==> config.mk <==
export PLATFORM = sky130hd
export DESIGN_NAME = flow_route_sequencer
export DESIGN_NICKNAME = d
export VERILOG_FILES = /design/src/rtl/flow_ctrl_pkg.sv /design/src/rtl/flow_route_decode.sv /design/src/rtl/flow_route_sequencer.sv
export SDC_FILE = /design/constraint.sdc
export NUM_CORES = 1
export LEC_CHECK = 0
export CORE_ASPECT_RATIO = 2
export CORE_UTILIZATION = 31
export CTS_CLUSTER_DIAMETER = 150
export DETAILED_ROUTE_END_ITERATION = 8
export PLACE_DENSITY_LB_ADDON = 0.2
export SETUP_SLACK_MARGIN = 0.5
export SYNTH_ARGS = -nofsm -noshare
export SYNTH_HDL_FRONTEND = slang
export SYNTH_SLANG_ARGS = --single-unit
==> constraint.sdc <==
create_clock -name clk -period 4.7 [get_ports clk]
set_clock_uncertainty 0.2 [all_clocks]
set_input_delay 0.47 -clock clk [delete_from_list [all_inputs] [get_ports clk]]
set_output_delay 0.47 -clock clk [all_outputs]
set_load 0.05 [all_outputs]
==> src/rtl/flow_ctrl_pkg.sv <==
// Shared definitions for the flow route sequencer: opcodes, FSM state codes,
// switch indices and the route/legality decode functions.
package flow_ctrl_pkg;

    typedef enum logic [1:0] {
        OP_LOAD_MIX    = 2'd0,
        OP_MIX_TO_HEAT = 2'd1,
        OP_HEAT_TO_OUT = 2'd2,
        OP_RSVD        = 2'd3
    } op_e;

    localparam logic [2:0] ST_IDLE  = 3'd0;
    localparam logic [2:0] ST_CLOSE = 3'd1;
    localparam logic [2:0] ST_OPEN  = 3'd2;
    localparam logic [2:0] ST_PUMP  = 3'd3;
    localparam logic [2:0] ST_HOLD  = 3'd4;
    localparam logic [2:0] ST_FIN   = 3'd5;

    // Position of each physical switch within the 32-bit valve vector
    localparam int SW_S0 = 0;
    localparam int SW_S1 = 1;
    localparam int SW_S2 = 2;
    localparam int SW_S4 = 3;
    localparam int SW_S5 = 4;
    localparam int SW_S7 = 5;
    localparam int SW_S8 = 6;
    localparam int SW_S9 = 7;

    function automatic logic [31:0] port_bit(input int sw, input int port);
        return 32'd1 << (sw * 4 + port);
    endfunction

    function automatic logic [31:0] route_mask(input op_e op, input logic [1:0] a, input logic [1:0] b);
        logic [31:0] m;
        m = 32'd0;
        case (op)
            OP_LOAD_MIX: begin
                m = port_bit(SW_S0, a[0] ? 1 : 2) | port_bit(SW_S0, 3)
                  | port_bit(SW_S1, 2) | port_bit(SW_S1, b[1] ? 0 : 1);
                case (b)
                    2'd0:    m = m | port_bit(SW_S2, 2) | port_bit(SW_S2, 3);
                    2'd1:    m = m | port_bit(SW_S2, 2) | port_bit(SW_S2, 0);
                    2'd2:    m = m | port_bit(SW_S4, 1) | port_bit(SW_S4, 2);
                    default: m = m | port_bit(SW_S4, 1) | port_bit(SW_S4, 3);
                endcase
            end
            OP_MIX_TO_HEAT: begin
                if (!a[1])
                    m = port_bit(SW_S2, a[0] ? 0 : 3) | port_bit(SW_S2, 1)
                      | port_bit(SW_S5, 1) | port_bit(SW_S5, b[0] ? 0 : 3);
                else
                    m = port_bit(SW_S4, a[0] ? 3 : 2) | port_bit(SW_S4, 0)
                      | port_bit(SW_S7, 2) | port_bit(SW_S7, b[0] ? 0 : 3);
            end
            OP_HEAT_TO_OUT: begin
                if (!a[1])
                    m = port_bit(SW_S5, a[0] ? 0 : 3) | port_bit(SW_S5, 2)
                      | port_bit(SW_S8, 3) | port_bit(SW_S8, 0);
                else
                    m = port_bit(SW_S7, a[0] ? 0 : 3) | port_bit(SW_S7, 1)
                      | port_bit(SW_S8, 2) | port_bit(SW_S8, 0);
                m = m | port_bit(SW_S9, 1) | port_bit(SW_S9, b[0] ? 0 : 3) | port_bit(SW_S9, 2);
            end
            default: m = 32'd0;
        endcase
        return m;
    endfunction

    // Mixers 0/1 only reach heaters 0/1, mixers 2/3 only heaters 2/3
    function automatic logic legal(input op_e op, input logic [1:0] a, input logic [1:0] b);
        case (op)
            OP_LOAD_MIX:    return 1'b1;
            OP_MIX_TO_HEAT: return a[1] == b[1];
            OP_HEAT_TO_OUT: return !b[1];
            default:        return 1'b0;
        endcase
    endfunction

endpackage

==> src/rtl/flow_route_decode.sv <==
// Combinational command decode: valve route mask and legality of a routing command.
module flow_route_decode
    import flow_ctrl_pkg::*;
(
    input  logic [1:0]  op,
    input  logic [1:0]  a,
    input  logic [1:0]  b,
    output logic [31:0] mask,
    output logic        ok
);

    assign mask = route_mask(op_e'(op), a, b);
    assign ok   = legal(op_e'(op), a, b);

endmodule

==> src/rtl/flow_route_sequencer.sv <==
// Routing command sequencer: close valves, open route, pump for a dwell time,
// hold, close, then report done (or err on abort / illegal command).
module flow_route_sequencer
    import flow_ctrl_pkg::*;
#(
    parameter int SETTLE_CYC = 16,
    parameter int DWELL_W    = 16
) (
    input  logic               clk,
    input  logic               rst,
    input  logic               cmd_valid,
    output logic               cmd_ready,
    input  logic [1:0]         cmd_op,
    input  logic [1:0]         cmd_a,
    input  logic [1:0]         cmd_b,
    input  logic [DWELL_W-1:0] cmd_dwell,
    input  logic               abort_i,
    output logic [31:0]        valve_o,
    output logic               pump_o,
    output logic               busy_o,
    output logic               done_o,
    output logic               err_o
);

    localparam int SET_W = $clog2(SETTLE_CYC + 1);
    localparam logic [SET_W-1:0] SETTLE_LOAD = SET_W'(SETTLE_CYC - 1);

    logic [2:0]         state_reg,   state_next;
    logic [SET_W-1:0]   settle_reg,  settle_next;
    logic [DWELL_W-1:0] pump_reg,    pump_next;
    logic [DWELL_W-1:0] dwell_reg,   dwell_next;
    logic [31:0]        route_reg,   route_next;
    logic               aborted_reg, aborted_next;
    logic               illegal_reg, illegal_next;

    logic [31:0] dec_mask;
    logic        dec_ok;

    flow_route_decode u_decode (
        .op   (cmd_op),
        .a    (cmd_a),
        .b    (cmd_b),
        .mask (dec_mask),
        .ok   (dec_ok)
    );

    always_comb begin
        state_next   = state_reg;
        settle_next  = settle_reg;
        pump_next    = pump_reg;
        dwell_next   = dwell_reg;
        route_next   = route_reg;
        aborted_next = aborted_reg;
        illegal_next = 1'b0;
        case (state_reg)
            ST_IDLE: begin
                if (cmd_valid) begin
                    if (dec_ok) begin
                        state_next   = ST_CLOSE;
                        settle_next  = SETTLE_LOAD;
                        route_next   = dec_mask;
                        dwell_next   = cmd_dwell;
                        aborted_next = 1'b0;
                    end else begin
                        illegal_next = 1'b1;
                    end
                end
            end
            ST_CLOSE: begin
                if (abort_i) begin
                    state_next   = ST_FIN;
                    aborted_next = 1'b1;
                end else if (settle_reg == '0) begin
                    state_next  = ST_OPEN;
                    settle_next = SETTLE_LOAD;
                end else begin
                    settle_next = settle_reg - 1'b1;
                end
            end
            ST_OPEN: begin
                if (abort_i) begin
                    state_next   = ST_FIN;
                    aborted_next = 1'b1;
                end else if (settle_reg == '0) begin
                    if (dwell_reg == '0) begin
                        state_next  = ST_HOLD;
                        settle_next = SETTLE_LOAD;
                    end else begin
                        state_next = ST_PUMP;
                        pump_next  = dwell_reg - 1'b1;
                    end
                end else begin
                    settle_next = settle_reg - 1'b1;
                end
            end
            ST_PUMP: begin
                if (abort_i || pump_reg == '0) begin
                    state_next   = ST_HOLD;
                    settle_next  = SETTLE_LOAD;
                    aborted_next = aborted_reg | abort_i;
                end else begin
                    pump_next = pump_reg - 1'b1;
                end
            end
            ST_HOLD: begin
                if (settle_reg == '0)
                    state_next = ST_FIN;
                else
                    settle_next = settle_reg - 1'b1;
            end
            ST_FIN: begin
                state_next   = ST_IDLE;
                aborted_next = 1'b0;
            end
            default: state_next = ST_IDLE;
        endcase
    end

    always_ff @(posedge clk) begin
        if (rst) begin
            state_reg   <= ST_IDLE;
            settle_reg  <= '0;
            pump_reg    <= '0;
            dwell_reg   <= '0;
            route_reg   <= '0;
            aborted_reg <= 1'b0;
            illegal_reg <= 1'b0;
        end else begin
            state_reg   <= state_next;
            settle_reg  <= settle_next;
            pump_reg    <= pump_next;
            dwell_reg   <= dwell_next;
            route_reg   <= route_next;
            aborted_reg <= aborted_next;
            illegal_reg <= illegal_next;
        end
    end

    // All outputs decode registered state, so a reset clears them on the next edge
    assign cmd_ready = (state_reg == ST_IDLE);
    assign busy_o    = (state_reg != ST_IDLE);
    assign pump_o    = (state_reg == ST_PUMP);
    assign valve_o   = (state_reg == ST_OPEN || state_reg == ST_PUMP || state_reg == ST_HOLD)
                       ? route_reg : 32'd0;
    assign done_o    = (state_reg == ST_FIN) && !aborted_reg;
    assign err_o     = ((state_reg == ST_FIN) && aborted_reg) || illegal_reg;

endmodule
==> summary.txt <==
Synth Register Bits - 64
Routed vias - 3738
Status - finished, final reports clean
Ports - 63
Antenna-violating nets left - 0
Layout cells sized above 1 - 0.0608
Root buffer cell - clkbuf_16
Port bufs - 59
Critical Path RT - 4030 ps
Met2 GRT Util - 0.358
GRT busiest layer - met2
Residual DRC - 0
Worst path arrival time - 2970 ps
CTS max path bufs - 2
Final net count - 566
Most area-consuming cells after synthesis - dfxtp_1 35%, a21oi_1 7.8%, nand2_1 6.9%
# diodes - 0
Critical path class - reg -> out
Flop-to-flop setup slack - 1360 ps
Min-Delay Endpoint - route_reg[28]$_SDFFE_PP0P_
Buffers & Inverters on Critical Path - 2
GRT Util Overall - 0.193
Setup TNS - 0 ps
Post-CTS sizing - 0
Power density cells - 480 nW/um^2
Cell family with most CP delay - buffers and inverters
Max Freq - 274 MHz
Yosys cell types - 57
Final setup vio count - 0
P_leak - 1.59 nW
Final hold violation count - 0
Tcrit/Tclk final - 0.775
Synth warn - 0
Cell Area, Synth - 3650 sq um
R2r startpoint - state_reg[2]$_SDFFE_PP0P_
DR WL/cell - 16.3 microns
Die Wd - 78.7 microns
RSZ-0062 raised after global routing - no
Number of global-route vias before repair - 3752
Synth top area share - 0.351
Fillers - 1178
Synth async-reset ratio - 0
Initial antenna violation count - 0
Mapped Avg Cell Area - 7.19 sq um
Largest stage delay, worst path - 840 ps
Ys flop type - dfxtp_1
Via-to-Cell Ratio - 5.46
Peak supply drop - 0.364 mV
Largest family of logic cells by synthesized area - simple AND/OR/NAND/NOR gates
Wire length after detailed routing - 11.2 mm
Largest net degree at the start of global routing - 66
Site row count - 55
Gate Count Post-Synth - 507
Initial Util - 0.321
Startpoint Class - flop
Hold Startpoint - route_reg[28]$_SDFFE_PP0P_
Worst Max-Slew Pin Slew - 1080 ps
M3 GR Usage - 0.0440
TritonCTS clock tree - done
Post-route cell area - 4610 sq um
Grt ovf - 0
Global-route wire length before repair - 18.4 mm
Max_cap viols - 0
Fraction of the mapped netlist area in adder cells - 0.00686
Initial DRC count - 276
Hold buffer count at CTS - 0
P&R area growth vs syn - 26.4%
Drt pass-1 iters - 4
Post-synth EDFFs - 0
Sequential fraction of the synthesis area - 0.351
CTS clk-pin slew, worst paths - 60 ps
Hold depth - 2
Relative slew slack - 0.282
Slew Limit Fails - 0
Worst Setup SP - state_reg[2]$_SDFFE_PP0P_
Crit path cell chain - inv_1 -> nor3_1 -> a21oi_2 -> nor2b_1 -> clkdlybuf4s50_1
Synth Area in Simple Gates - 0.319
H-tree lvl count - 3
Area leader, netlist - dfxtp_1
Final Critical Period - 3640 ps
TritonCTS buffer count - 9
Synth Area in Compound Gates - 0.216
Design Power - 2.21 mW
CP Capture Type - output pin
Crit Reg-Reg Endpoint - pump_reg[10]$_SDFFE_PP0P_
Hpwl dp - 8.28 mm
Multiplexer share of the synthesized area - 0.0165
Post-CTS Setup Inserts - 0
Worst hold path type - reg -> reg
Post-DP Area - 4260 sq um
Largest register FFs - 22
Worst Path Max Fanout - 22
Post-Synth XOR/XNOR Area - 0.0144
Worst path slowest cell - clkdlybuf4s50_1
Vert. Die Dim - 155 microns
Gpl congestion - 0.861
Grt met1 use - 0.182
Core Region - 11400 sq um
Clock Sinks - 64
Total die area - 12200 sq um
R2r worst-path depth - 11
Clk Latency, worst-skew pair - 330 ps
[routing by layer]
metal,vias up,share of wire
met5,-,0
met2,130,0.54
met4,0,0.050
li1,1844,-
met3,44,0.043
met1,1720,0.36
[stage by stage]
step	instances	hold slack [ps]	worst slack [ps]	util
finish	685	246	1060	0.406
CTS	685	253	1050	0.406
floorplan	509	227	797	-
detailed placement	669	246	1210	0.375
global route	685	271	877	0.406
global placement	669	237	1240	0.375
[synth_stat cells, types with 3 or more instances]
cell type	instances
a211oi_1	5
a21oi_1	57
a221oi_1	3
a22oi_1	3
a311oi_1	3
a31oi_1	11
and2_1	3
buf_2	4
buf_4	10
clkbuf_1	33
dfxtp_1	64
inv_1	12
mux2i_1	6
nand2_1	67
nand2b_1	6
nand3_1	9
nand4_1	7
nor2_1	54
nor2b_1	28
nor3_1	25
nor4_1	16
o2111ai_1	3
o21ai_0	24
o31ai_1	3
or2_2	3
or4_1	6
xor2_1	4
[worst reg2reg max path, cell delays in order, from the launching register on]
cell,delay (ps)
dfxtp_1,620
nand3b_1,200
clkinv_1,110
buf_4,240
mux2i_1,160
ha_1,310
inv_1,200
nor4_1,80
a31oi_1,540
nor2_1,70
o311ai_0,350
a21oi_1,120
[layout by cell type, fill, tap and decap left out, drive strengths merged, types with 2 or more instances in the layout]
cell type	count
a211oi	5
a21o	2
a21oi	57
a221oi	3
a22oi	3
a311oi	3
a31oi	11
and2	3
and3	2
buf	9
bufinv	3
clkbuf	10
clkdlybuf4s50	58
clkinv	2
conb	3
dfxtp	64
ha	2
inv	13
mux2i	6
nand2	67
nand2b	6
nand3	9
nand4	7
nor2	54
nor2b	28
nor3	25
nor3b	3
nor4	16
o2111ai	3
o21ai	24
o31ai	3
o41ai	2
or2	3
or3	2
or4	7
xnor2	2
xor2	4
[final cells by class]
type	instances	area, sq um	area share
inverters	13	48.8	0.0106
multi-input cells	383	2100	0.456
clock inverters	6	115	0.0250
flip-flops and latches	64	1280	0.278
repair buffers	67	646	0.140
clock buffers	10	239	0.0518
well taps	142	178	0.0385
[worst max-delay path by stage]
| stage | to | slack (ps) | cells after the start |
|---|---|---|---|
| final | valve_o[30] | 1060 | 5 |
| after global routing | valve_o[30] | 880 | 5 |
| after CTS | valve_o[30] | 1050 | 5 |
| after detailed placement | state_reg[1]$_SDFFE_PP0P_ | 1210 | 7 |
| after global placement | state_reg[1]$_SDFFE_PP0P_ | 1240 | 7 |
| after floorplan | pump_reg[10]$_SDFFE_PP0P_ | 800 | 12 |
[cells by family after synthesis]
| family | Yosys count |
|---|---|
| buffers and inverters | 62 |
| multiplexers | 6 |
| XOR/XNOR | 6 |
| AND/OR/NAND/NOR | 236 |
| flip-flops | 64 |
| adder cells (fa/ha/maj) | 2 |
| other | 1 |
| AO/OA/AOI/OAI | 130 |
[where the power goes]
part	total, mW	switching, mW	internal (mW)
sequential	0.678	0.0784	0.599
clock	0.789	0.254	0.535
combinational	0.744	0.469	0.275
total	2.21	0.802	1.41
(Power assumes the default switching activity.)
==> variant 1: new RTL, same settings <==
Make the reset (`rst`) asynchronous in one clocked block.
--- a/src/rtl/flow_route_sequencer.sv
+++ b/src/rtl/flow_route_sequencer.sv
@@ -117,5 +117,5 @@
     end
 
-    always_ff @(posedge clk) begin
+    always_ff @(posedge clk or posedge rst) begin
         if (rst) begin
             state_reg   <= ST_IDLE;
Check against the original RTL: differs if rst is asserted again (counterexample within 4 cycles, from zero or initial values and one cycle with rst high); with rst held inactive, the same outputs for 10 cycles.
==> variant 1 against the unedited design <==
Synthesized area up 18%. Sequential power rose by 71%. Wire length is 7.5% higher. Setup slack gained 0.11 ns. Sequential cell count stayed put. Critical path depth is 2 lower. Power up 44%. Final area increased by 11%. Hold slack gained 0.025 ns. Clock power shrank 20%. Critical path type unchanged.
==> variant 1: results (changes against the unedited design) <==
Synthesis
  – Post-synthesis mux area share: 6.192% (was 1.647%)
  – Ys flop type: dfrtp_1 (was dfxtp_1)
  – Top cells by count, synth: dfrtp_1 (64), nand2_1 (26), nor2b_1 (25) (was nand2_1 (67), dfxtp_1 (64), a21oi_1 (57), nor2_1 (54), clkbuf_1 (33))
  – Synth area leaders: dfrtp_1 (37%), mux2_2 (5.0%), nor2b_1 (3.6%) (was dfxtp_1 (35%), a21oi_1 (7.8%), nand2_1 (6.9%))
  – Post-synthesis xor/xnor area fraction: 1.221% (was 1.441%)
  – Netlist cell types: 83 (was 57)
  – Adder-cell share of the synthesized area: 0.5814% (was 0.6861%)
  – Post-synthesis sequential area ratio: 37.21% (was 35.13%)

Timing
  – Hold Slack: 0.2711 ns (was 0.2464 ns)
  – Worst slew pin tran: 0.7958 ns (was 1.076 ns)

Critical path
  – FF-to-FF Start: state_reg[0]$_DFFE_PP0P_ (was state_reg[2]$_SDFFE_PP0P_)
  – R2r setup slk: 1.50 ns (was 1.36 ns)
  – RR Endpoint: pump_reg[10]$_DFFE_PP0P_ (was pump_reg[10]$_SDFFE_PP0P_)
  – Worst Setup EP: pump_o (was valve_o[30])
  – Worst-path fanout max: 34 (was 22)
  – Crit path DAT: 2.86 ns (was 2.97 ns)
  – R2R cell count: 7 (was 11)

Layout
  – Clk cell area share: 5.314% (was 7.682%)
  – Final non-clock buffer share: 12.24% (was 14.01%)
  – Fin nets: 512 (was 566)
  – Sequential Area: 1602 sq um (was 1281 sq um)
  – Inverter count: 23 (was 13)
  – Largest register FFs: 22 (unchanged)
  – Area occupied by multi-input gates: 2350 sq um (was 2102 sq um)
  – Non-clk bufs: 64 (was 67)
  – Multi-input gate count: 322 (was 383)
  – Fill cells: 1399 (was 1178)
  – Layout cells sized above 1: 14.93% (was 6.077%)

Power and ir drop
  – Combinational gate power: 1400 uW (was 744 uW)
  – VDD IR max: 0.2771 mV (was 0.3640 mV)
  – Leak: 0.002040 uW (was 0.001594 uW)
  – Sw frac: 45.19% (was 36.25%)
  – Power Density: 621.4 nW/um^2 (was 479.7 nW/um^2)

Global routing
  – Pin count of the biggest net entering global routing: 57 (was 66)
  – GRT Util Overall: 17.61% (was 19.30%)
  – Global-route wire length before repair: 19.88 mm (was 18.35 mm)
  – Vias in the first global route: 3871 (was 3752)

Detailed routing
  – Routed vias: 3694 (was 3738)
  – Final wirelength: 12.03 mm (was 11.19 mm)

Run status
  – Outcome: completed (unchanged)

Placement
  – Dpl hpwl: 8.782 mm (was 8.282 mm)

Min path
  – Critical hold path startpoint: route_reg[19]$_DFFE_PP0P_ (was route_reg[28]$_SDFFE_PP0P_)
  – Worst hold endpoint: route_reg[19]$_DFFE_PP0P_ (was route_reg[28]$_SDFFE_PP0P_)
-- variant 1: changes by cell type after synthesis, sizes merged, moves of 6 or more --
cell    unedited run  this run
dfrtp              0        64
dfxtp             64         0
nand2             67        27
a21oi             57        22
nor2              54        22
clkbuf            33         9
mux2               0        21
buf               16        30
o31ai              3        15
inv               12        23
nor4              16        10
or4                7         1
-- variant 1: worst max-delay path, cell delays in order, from the launching register on --
cell,delay (ns)
dfrtp_1,0.74
nand3b_4,0.41
inv_2,0.48
clkdlybuf4s50_1,0.90
-- variant 1: routing by layer --
layer | share of wire (%) | vias up | global-route usage (%)
met2 | 55 | 116 | 33.20
li1 | - | 1745 | -
met5 | 0 | - | 0
met1 | 38 | 1804 | 18.60
met4 | 3.0 | 0 | 8.623
met3 | 3.8 | 29 | 2.779
-- variant 1: metrics by stage --
step | std cells | area, sq um
2_1_floorplan | 448 | 4312
3_3_place_gp | 628 | 4860
3_5_place_dp | 628 | 4860
4_1_cts | 644 | 5132
5_1_grt | 644 | 5132
6_report | 644 | 5132
==> variant 2: new RTL, same flow settings <==
Without the edit above. The parameter `SETTLE_CYC` goes from 16 to 32.
--- a/src/rtl/flow_route_sequencer.sv
+++ b/src/rtl/flow_route_sequencer.sv
@@ -4,5 +4,5 @@
     import flow_ctrl_pkg::*;
 #(
-    parameter int SETTLE_CYC = 16,
+    parameter int SETTLE_CYC = 32,
     parameter int DWELL_W    = 16
 ) (
Function: same outputs for any inputs over 10 cycles, from zero or initial values and one cycle with rst high; that may be too few to reach the edited logic, so the function may still have changed.
==> variant 2 against the unedited design <==
Setup slack worse by 0.17 ns. Largest cell class unchanged. Final area up 2.3%. Sequential share of layout area down 0.19 points. Sequential cell count up 1. Maximum frequency down 4.5%. Wire length down 2.4%. Power up 1.4%. Count of clock-buffer cells in the layout up 1. Synthesized area up 3.8%. Hold slack better by 0.0053 ns. Global-route usage down 1.2 points. Sequential power up 3%. Die area up 3.8%.
==> variant 2: results (changes against the unedited design) <==
Detailed routing
  – DRT iter0 DRCs: 236 (was 276)
  – WL per Instance: 15.68 um (was 16.34 um)
  – Wl on met1: 4.170 mm (was 4.073 mm)

Global routing
  – Met2 usage: 33.54% (was 35.82%)
  – Global-route wire length before repair: 17.55 mm (was 18.35 mm)
  – M1 GR Usage: 18.39% (was 18.23%)
  – Vias in the first global route: 3608 (was 3752)

Layout
  – Multi-input gate count: 394 (was 383)
  – Non-clk bufs: 66 (was 67)
  – Fill cells: 1210 (was 1178)
  – Layout cells sized above 1: 6.884% (was 6.077%)
  – Sequential Area: 1301 sq um (was 1281 sq um)

Run status
  – Outcome: completed (unchanged)

Synthesis
  – Top cells by count, synth: nand2_1 (74), dfxtp_1 (65), a21oi_1 (55), nor2_1 (54), clkbuf_1 (31) (was nand2_1 (67), dfxtp_1 (64), a21oi_1 (57), nor2_1 (54), clkbuf_1 (33))
  – Post-synthesis xor/xnor area fraction: 1.388% (was 1.441%)
  – Synthesis-stage register bit count: 65 (was 64)
  – Post-synthesis mux area share: 1.090% (was 1.647%)
  – Netlist cell types: 64 (was 57)

Min path
  – Critical hold path startpoint: route_reg[26]$_SDFFE_PP0P_ (was route_reg[28]$_SDFFE_PP0P_)

Critical path
  – Crit path DAT: 3.15 ns (was 2.97 ns)
  – Max incr delay on CP: 0.87 ns (was 0.84 ns)
  – R2r setup slk: 1.34 ns (was 1.36 ns)

Power and ir drop
  – Leak: 0.001609 uW (was 0.001594 uW)
  – VDD IR max: 0.2346 mV (was 0.3640 mV)

Timing
  – Worst slew pin tran: 1.024 ns (was 1.076 ns)

Placement
  – Dpl hpwl: 7.913 mm (was 8.282 mm)
-- variant 2: changes by cell type in the layout (fill, tap and decap cells not counted), moves of 3 or more --
cell / change
nand2_1: +7
mux2i_1: -3
xnor2_1: +3
nor4_1: -6
o22ai_1: +4
xor2_1: -3
a41o_1: +3
o21ai_0: -7
-- variant 2: power groups by stage --
stage,clock network (uW),logic (uW),registers (uW)
3_3_place_gp,0,794,703
4_1_cts,759,810,694
3_5_place_dp,0,807,706
6_report,740,805,696
5_1_grt,775,885,707
2_1_floorplan,0,641,666
-- variant 2: how the worst max path moves through the flow --
stage	startpoint	end	slack, ns	depth (start not counted)
after CTS	state_reg[2]$_SDFFE_PP0P_	valve_o[24]	0.87	5
after global routing	state_reg[2]$_SDFFE_PP0P_	valve_o[24]	0.71	5
final	state_reg[2]$_SDFFE_PP0P_	valve_o[24]	0.88	5
after floorplan	state_reg[0]$_SDFFE_PP0P_	state_reg[1]$_SDFFE_PP0P_	1.09	7
after detailed placement	state_reg[2]$_SDFFE_PP0P_	valve_o[24]	1.25	5
after global placement	state_reg[2]$_SDFFE_PP0P_	valve_o[24]	1.37	5
-- variant 2: through the flow --
step / instances / util [%] / cell area (sq um) / hold WS [ns] / worst slack, ns
finish: 697 / 39.80 / 4713 / 0.2517 / 0.8837
global route: 697 / 39.80 / 4713 / 0.2607 / 0.7111
CTS: 697 / 39.80 / 4713 / 0.2556 / 0.8689
detailed placement: 681 / 37.01 / 4383 / 0.2470 / 1.247
global placement: 681 / 37.01 / 4383 / 0.2380 / 1.367
floorplan: 518 / - / 3795 / 0.2273 / 1.089
